[src/rtl/puf_reader_pkg.sv]
// Shared types and derived constants for the PUF response reader.
// The build macro PUF_MAJORITY_VOTE_EN selects the number of read passes.
package puf_reader_pkg;

  typedef enum logic [1:0] {
    IDLE  = 2'd0,
    SETUP = 2'd1,
    HIGH  = 2'd2,
    DONE  = 2'd3
  } state_e;

  localparam int PUF_BLOCKS_DEFAULT = 2;

  function automatic int calc_puf_bits(input int blocks);
    return blocks * 32;
  endfunction

  function automatic int calc_puf_bytes(input int blocks);
    return (blocks * 32) / 8;
  endfunction

  // The address port keeps at least one bit even for a single-byte PUF.
  function automatic int calc_addr_w(input int blocks);
    int bytes;
    bytes = (blocks * 32) / 8;
    return (bytes > 1) ? $clog2(bytes) : 1;
  endfunction

  localparam int PUF_BITS  = calc_puf_bits(PUF_BLOCKS_DEFAULT);
  localparam int PUF_BYTES = calc_puf_bytes(PUF_BLOCKS_DEFAULT);
  localparam int ADDR_W    = calc_addr_w(PUF_BLOCKS_DEFAULT);

`ifdef PUF_MAJORITY_VOTE_EN
  localparam int NUM_PASSES = 3;
`else
  localparam int NUM_PASSES = 1;
`endif

  localparam int PASS_W = (NUM_PASSES > 1) ? $clog2(NUM_PASSES) : 1;

endpackage

[src/rtl/puf_majority3.sv]
// Per-bit 3-input majority vote across three captured PUF passes.
module puf_majority3
  import puf_reader_pkg::*;
#(
  parameter int WIDTH = PUF_BITS
) (
  input  logic [WIDTH-1:0] a,
  input  logic [WIDTH-1:0] b,
  input  logic [WIDTH-1:0] c,
  output logic [WIDTH-1:0] y
);

  // A bit is set when at least two of the three passes agree on 1.
  generate
    for (genvar gi = 0; gi < WIDTH; gi++) begin : g_bit
      assign y[gi] = (a[gi] & b[gi]) | (a[gi] & c[gi]) | (b[gi] & c[gi]);
    end
  endgenerate

endmodule

[src/rtl/puf_response_reader.sv]
// PUF response reader: clocks every byte out of the external PUF and
// assembles them into one response word for the fuzzy extractor.
// Build macro PUF_MAJORITY_VOTE_EN: read the PUF three times and return
// the bitwise majority; otherwise a single pass is returned directly.
module puf_response_reader
  import puf_reader_pkg::*;
#(
  parameter int PUF_BLOCKS      = 2,
  parameter int PUF_HALF_PERIOD = 1
) (
  input  logic                                 clk,
  input  logic                                 reset,
  input  logic                                 start,
  output logic                                 puf_clk,
  output logic                                 puf_enable,
  output logic [calc_addr_w(PUF_BLOCKS)-1:0]   puf_addr,
  input  logic [7:0]                           puf_data,
  output logic                                 busy,
  output logic                                 response_valid,
  output logic [calc_puf_bits(PUF_BLOCKS)-1:0] puf_response
);

  localparam int RESP_W   = calc_puf_bits(PUF_BLOCKS);
  localparam int BYTE_CNT = calc_puf_bytes(PUF_BLOCKS);
  localparam int AW       = calc_addr_w(PUF_BLOCKS);
  localparam int HP_W     = $clog2(PUF_HALF_PERIOD + 1);

  state_e              state_q, state_d;
  logic [HP_W-1:0]     hp_cnt_q, hp_cnt_d;
  logic [AW-1:0]       idx_q, idx_d;
  logic [PASS_W-1:0]   pass_q, pass_d;
  logic [RESP_W-1:0]   acc_q [NUM_PASSES];
  logic [RESP_W-1:0]   acc_d [NUM_PASSES];
  logic [RESP_W-1:0]   vote_result;

  logic                puf_clk_q, puf_clk_d;
  logic                puf_enable_q, puf_enable_d;
  logic [AW-1:0]       puf_addr_q, puf_addr_d;
  logic                busy_q, busy_d;
  logic                valid_q, valid_d;
  logic [RESP_W-1:0]   resp_q, resp_d;

  logic hp_last, idx_last, pass_last;

  assign hp_last   = (hp_cnt_q == HP_W'(PUF_HALF_PERIOD - 1));
  assign idx_last  = (idx_q == AW'(BYTE_CNT - 1));
  assign pass_last = (pass_q == PASS_W'(NUM_PASSES - 1));

  // State, counters and all outputs are registered so every port is glitch free.
  always_ff @(posedge clk) begin
    if (!reset) begin
      state_q      <= IDLE;
      hp_cnt_q     <= '0;
      idx_q        <= '0;
      pass_q       <= '0;
      puf_clk_q    <= 1'b0;
      puf_enable_q <= 1'b0;
      puf_addr_q   <= '0;
      busy_q       <= 1'b0;
      valid_q      <= 1'b0;
      resp_q       <= '0;
    end else begin
      state_q      <= state_d;
      hp_cnt_q     <= hp_cnt_d;
      idx_q        <= idx_d;
      pass_q       <= pass_d;
      puf_clk_q    <= puf_clk_d;
      puf_enable_q <= puf_enable_d;
      puf_addr_q   <= puf_addr_d;
      busy_q       <= busy_d;
      valid_q      <= valid_d;
      resp_q       <= resp_d;
    end
  end

  // One accumulator per pass; each is cleared whenever the reader is idle.
  generate
    for (genvar gi = 0; gi < NUM_PASSES; gi++) begin : g_acc
      always_ff @(posedge clk) begin
        if (!reset) begin
          acc_q[gi] <= '0;
        end else begin
          acc_q[gi] <= acc_d[gi];
        end
      end
    end
  endgenerate

  // Next-state logic: half-period timing, byte/pass sequencing and byte capture.
  always_comb begin
    state_d  = state_q;
    hp_cnt_d = hp_cnt_q + HP_W'(1);
    idx_d    = idx_q;
    pass_d   = pass_q;
    acc_d    = acc_q;
    case (state_q)
      IDLE: begin
        hp_cnt_d = '0;
        idx_d    = '0;
        pass_d   = '0;
        for (int p = 0; p < NUM_PASSES; p++) begin
          acc_d[p] = '0;
        end
        if (start) begin
          state_d = SETUP;
        end
      end
      SETUP: begin
        if (hp_last) begin
          state_d  = HIGH;
          hp_cnt_d = '0;
        end
      end
      HIGH: begin
        if (hp_last) begin
          hp_cnt_d = '0;
          // The PUF byte has been stable since the puf_clk rise; take it now.
          for (int p = 0; p < NUM_PASSES; p++) begin
            if (PASS_W'(p) == pass_q) begin
              acc_d[p][8*idx_q +: 8] = puf_data;
            end
          end
          if (!idx_last) begin
            idx_d   = idx_q + AW'(1);
            state_d = SETUP;
          end else if (!pass_last) begin
            idx_d   = '0;
            pass_d  = pass_q + PASS_W'(1);
            state_d = SETUP;
          end else begin
            state_d = DONE;
          end
        end
      end
      DONE: begin
        hp_cnt_d = '0;
        state_d  = IDLE;
      end
      default: begin
        hp_cnt_d = '0;
        state_d  = IDLE;
      end
    endcase
  end

`ifdef PUF_MAJORITY_VOTE_EN
  puf_majority3 #(
    .WIDTH (RESP_W)
  ) u_vote (
    .a (acc_d[0]),
    .b (acc_d[1]),
    .c (acc_d[2]),
    .y (vote_result)
  );
`else
  assign vote_result = acc_d[0];
`endif

  // Output decode from the upcoming state; the response word only changes on DONE entry.
  always_comb begin
    puf_clk_d    = (state_d == HIGH);
    puf_enable_d = (state_d == SETUP) || (state_d == HIGH);
    puf_addr_d   = puf_enable_d ? idx_d : '0;
    busy_d       = (state_d != IDLE);
    valid_d      = (state_d == DONE);
    resp_d       = (state_d == DONE) ? vote_result : resp_q;
  end

  assign puf_clk        = puf_clk_q;
  assign puf_enable     = puf_enable_q;
  assign puf_addr       = puf_addr_q;
  assign busy           = busy_q;
  assign response_valid = valid_q;
  assign puf_response   = resp_q;

endmodule

[config.mk]
export PLATFORM = sky130hd
export DESIGN_NAME = puf_response_reader
export DESIGN_NICKNAME = d
export VERILOG_FILES = /design/src/rtl/puf_reader_pkg.sv /design/src/rtl/puf_majority3.sv /design/src/rtl/puf_response_reader.sv
export SDC_FILE = /design/constraint.sdc
export NUM_CORES = 1
export LEC_CHECK = 0
export BUFFER_PORTS_ARGS = -buffer_cell sky130_fd_sc_hd__buf_2
export CAP_MARGIN = 40
export CORE_ASPECT_RATIO = 0.7
export CORE_MARGIN = 2
export CORE_UTILIZATION = 60
export CTS_BUF_LIST = sky130_fd_sc_hd__clkbuf_16
export CTS_CLUSTER_DIAMETER = 100
export DETAILED_ROUTE_END_ITERATION = 12
export GPL_ROUTABILITY_DRIVEN = 0
export HOLD_SLACK_MARGIN = 0.05
export PLACE_DENSITY = 0.87
export SETUP_SLACK_MARGIN = 0.05
export SLEW_MARGIN = 20
export SYNTH_ARGS = -nofsm -noshare
export SYNTH_HDL_FRONTEND = slang
export SYNTH_SLANG_ARGS = --single-unit
[constraint.sdc]
create_clock -name clk -period 6.1 [get_ports clk]
set_clock_uncertainty 0.1 [all_clocks]
set_input_delay 0.915 -clock clk [delete_from_list [all_inputs] [get_ports clk]]
set_output_delay 0.915 -clock clk [all_outputs]
set_load 0.01 [all_outputs]
* Yosys cells after proc, flatten, opt, wreduce, memory -nomap -nowiden
Cells that the tools add are included.
** Word-level totals
- Flip-flop bits (word level) :: 142
- Output and inout port bits :: 71
- Input port bits :: 11
- Memory bits (writable) :: 0
- Memory bits (read-only) :: 0
- Word-level logic and storage cells :: 54
- Bits in latches :: 0
- Memories :: 0
** Cells by class
- Divide/modulo/power cells :: 0
- Equal/unequal tests :: 9
- Shift operators :: 2
- Magnitude comparators :: 0
- Bitwise logic cells :: 0
- Add/sub/neg operators :: 4
- Mux-type cells :: 20
- Reductions and logical operators :: 8
- Multipliers :: 0
** Operator list (number)
- $mux 64 :: 2
- $pmux 64 s2 :: 1
- $bwmux 64 :: 1
- $shift 8x34->64 const A :: 1
- $shiftx 8x34->64 :: 1
- $neg 6->34 :: 1
- $mux 2 :: 5
- $mux 3 :: 3
- $eq 2x2->1 const B :: 4
- $pmux 2 s4 :: 1
- $pmux 3 s2 :: 1
- $eq 2x1->1 const B :: 2
- $mux 1 :: 4
- $ne 2x2->1 const B :: 2
- $pmux 1 s2 :: 2
- $reduce_bool 2->1 :: 2
- $reduce_or 2->1 :: 2
- $add 3x1->3 const B :: 1
- $eq 3x3->1 const B :: 1
- $reduce_and 3->1 :: 1
- $add 1x1->1 const B :: 2
- $logic_not 2->1 :: 1
- $reduce_and 2->1 :: 1
- $logic_or 1x1->1 :: 1

* Logic depth before layout (Yosys ltp)
- Depth in word-level cells :: 7
- Depth in mapped cells :: 10
- Mapped depth without buffers :: 7

* Worst setup path after synthesis
OpenSTA, ideal clock, no wires.
- Kind :: register to register
- From :: register idx_q[0]
- To :: register resp_q[54] (netlist: puf_response[54])
- Arrival time :: 2.222 ns
- Required time :: 5.863 ns
- Cell stages (with the launch flop) :: 10
- Slack :: 3.641 ns
- Path buffers :: 2
- Setup time :: 0.137 ns
- Period minus slack after synthesis :: 2.459 ns
- Cells stage by stage :: dfxtp_1 > buf_2 > inv_1 > ha_1 > ha_1 > buf_2 > or3b_4 > or3_1 > nand3_1 > a31oi_1
** Between the ends
- Word-level cells in the longest chain between the ends :: 6
- Elaborated cells on any way between the ends :: 12
- Classes of those cells :: 1 x add/sub; 2 x eq/ne; 2 x shift; 7 x mux
** RTL lines
- from (decl) :: RTL line puf_response_reader.sv:30 : logic [AW-1:0] idx_q, idx_d;
- from (signal assigned) :: RTL line puf_response_reader.sv:65 : idx_q <= idx_d;
- $neg 6->34 :: RTL line puf_response_reader.sv:120 : acc_d[p][8*idx_q +: 8] = puf_data;
- $shiftx 8x34->64 or $shift 8x34->64 (tied branches) :: RTL line puf_response_reader.sv:120
- $bwmux 64 :: RTL line puf_response_reader.sv:120
- $mux 64 :: RTL line puf_response_reader.sv:119 : if (PASS_W'(p) == pass_q) begin
- $mux 64 :: RTL line puf_response_reader.sv:115 : if (hp_last) begin
- $pmux 64 s2 :: RTL line puf_response_reader.sv:96 : case (state_q)
- to (signal assigned) :: RTL line puf_response_reader.sv:72 : resp_q <= resp_d;
- to (decl) :: RTL line puf_response_reader.sv:41 : logic [RESP_W-1:0] resp_q, resp_d;
Several ways; a longest one is shown, not always the timed one.
A chain may end at the register's enable or synchronous reset.

* Worst setup path in the final report
- From :: register idx_q[0]
- To :: register resp_q[22] (netlist: puf_response[22])
The elaborated chain is that of the path after synthesis.

==> metrics.yaml <==
floorplan:
  design.core.area_mm2: 0.00855
  ioPinCount: 82
  die_w_um: 117
  die_area_mm2: 0.00969
  dieHeight_um: 83.0
  rows: 28
  initial_core_util_pct: 62.5
critical_path:
  required_ns: 6.29
  crit_fanout: 15
  critPathKind: "flop to flop"
  cp_slowest_cell: "dfxtp_1"
  path_common_cell: "ha_1"
  critical-path-max-stage-delay_ns: 0.62
  cp-start-kind: "flop"
  cp.arrival_ns: 3.19
  reg2reg_setup_slack_ns: 3.10
  endpoint_kind: "flop"
  crit_path_cell_trace: "inv_1 > ha_1 > ha_1 > nor2_1 > nand3_1 > a311oi_1 > a21oi_1"
power_and_ir_drop:
  ir_worst_vdd_v: 0.000194
  p_per_area_mw_per_mm2: 325
  p_leak_nw: 2.46
sta:
  drv_slew: 0
  relSlewSlack_pct: 49.5
  max_freq_mhz: 333
  tns_ns: 0
  worst_pin_slew_ns: 0.755
  rsz0062_at_grt: "no"
  fin_crit_sh_pct: 49.2
  hold_viol: 0
  min_period_ns: 3.00
  setup_viol: 0
global_routing:
  grt_max_degree: 73
  grt_usage_pct: 27.7
  first_global_vias: 4213
  grt_overflow: 0
  grt_pass1_wl_um: 21000
  antenna_found_initial: 0
yosys:
  synth.distinct_cells: 45
  ys_async_sr_fraction_pct: 0
  syn_nets: 583
  synth_edf_count: 0
  synthesis.area_mm2: 0.00535
  synth_flop_cell: "dfxtp_1"
  avgSynthCellArea_um2: 9.46
  synth_seq_cells: 140
  ys_warn_count: 0
  netlist_instances: 565
  ys_seq_area_share_pct: 52.4
routing:
  wirelength_um: 13300
  drt_iter0_markers: 566
  wl_per_cell_um: 17.7
  antenna_left: 0
  via_count: 4550
  via_per_inst: 6.06
  dr.pass1.iters: 5
  drc: 0
final_layout:
  stdcell_count: 751
  diodes: 0
  drive_gt1_share_pct: 19.2
  final_common_cell: "dfxtp_1"
  final_cell_mix: "140 x dfxtp_1, 81 x buf_2, 71 x o21ai_0"
  nets: 636
  areaGrowthSynthToFinish_pct: 18.0
  fill_cells: 628
clocking:
  cts.clk_slew.worst_paths_ns: 0.06
  clk_latency_ns: 0.41
  cts.repair.resized: 0
  cts_buffers: 17
  cts.sinks: 140
  cts_setup_buffers: 0
  cts_tree: "yes"
  cts_max_level: 4
  clock-root-buffer: "clkbuf_16"
  holdBufCountCts: 0
  cts_buffer_depth: 2
run:
  drv_cap: 0
run_status:
  status: "finished, final reports clean"
placed_design:
  dp_hpwl_um: 8340
  io_buffer_count: 81
  placedCellCount: 719
min_path:
  hold_class: "flop to flop"
-- critical path, delay by kind of cell, from the launching register on --
family | cells | cell delay [ns]
flops | 1 | 0.62
compound gates | 2 | 0.57
buf+inv | 1 | 0.15
fa+ha+maj | 2 | 0.52
simple gates | 2 | 0.91
-- cell families after synthesis --
group                      share of synthesized area [%]
and+or+nand+nor                                     15.4
adders and majority gates                           1.64
DFF                                                 52.4
AOI/OAI and AO/OA                                   26.0
buffers and inverters                               4.49
-- layout make-up --
class                           count  area (µm²)  share of cell area, %
Timing Repair Buffer               86         468                   7.42
Clock buffer                       17         425                   6.75
Inverter                            7        26.3                  0.417
Clock inverter                     15         118                   1.87
Tap cell                          120         150                   2.38
Multi-Input combinational cell    366        2310                   36.7
Sequential cell                   140        2800                   44.5
-- where the power goes --
group	switching (mW)	internal, mW	total, mW
clock network	0.365	0.585	0.950
registers	0.0133	0.942	0.955
logic	0.0946	0.0508	0.145
total	0.473	1.58	2.05
-- routing by layer --
metal	part of all wire [%]	GRT usage (%)
met5	0	0
met4	2.2	9.84
met3	8.3	7.59
met2	45	40.6
met1	44	39.3
-- metrics by stage --
step	power (mW)	cell area, µm²	util (%)	setup WS (ns)	hold slack (ns)
after floorplan	1.06	5350	-	3.64	0.356
after global placement	1.11	5720	66.9	3.30	0.367
after detailed placement	1.12	5760	67.4	3.26	0.382
after CTS	2.05	6300	73.8	3.18	0.392
after global routing	2.12	6300	73.8	2.88	0.414
final	2.05	6300	73.8	3.10	0.388
-- cell usage after synthesis, drive strengths merged (3+ instances only) --
library cell,count,area share [%]
ha,7,1.6
inv,6,0.42
nor4,4,0.47
and2,15,1.8
a21oi,47,4.4
or2,3,0.35
nor2,5,0.40
dfxtp,140,52
a31oi,28,3.4
a32oi,14,2.3
nor3,4,0.77
clkbuf,37,2.6
nand3,16,1.5
buf,15,1.4
nor2b,57,6.7
nand2,18,1.3
a22oi,35,4.9
o21bai,3,0.42
a311oi,4,0.66
a21boi,18,2.5
o21ai,71,6.6
-- path summary, 6_finish.rpt --
path                            depth (start not counted)            startpoint                       endpoint
worst max-delay path                                    7   idx_q[0]$_SDFF_PN0_  puf_response[22]$_SDFFE_PN0P_
worst max register to register                          7   idx_q[0]$_SDFF_PN0_  puf_response[22]$_SDFFE_PN0P_
worst min register to register                          2  acc_q[54]$_SDFF_PN0_           acc_q[54]$_SDFF_PN0_
worst min-delay path                                    2  acc_q[54]$_SDFF_PN0_           acc_q[54]$_SDFF_PN0_
-- sequential cells by signal (all words and copies together), names as in the netlist, 2 cells and up --
register	cells
puf_addr	3
idx_q	3
acc_q	64
state_q	2
puf_response	64
Power figures use the tool's default switching activity.
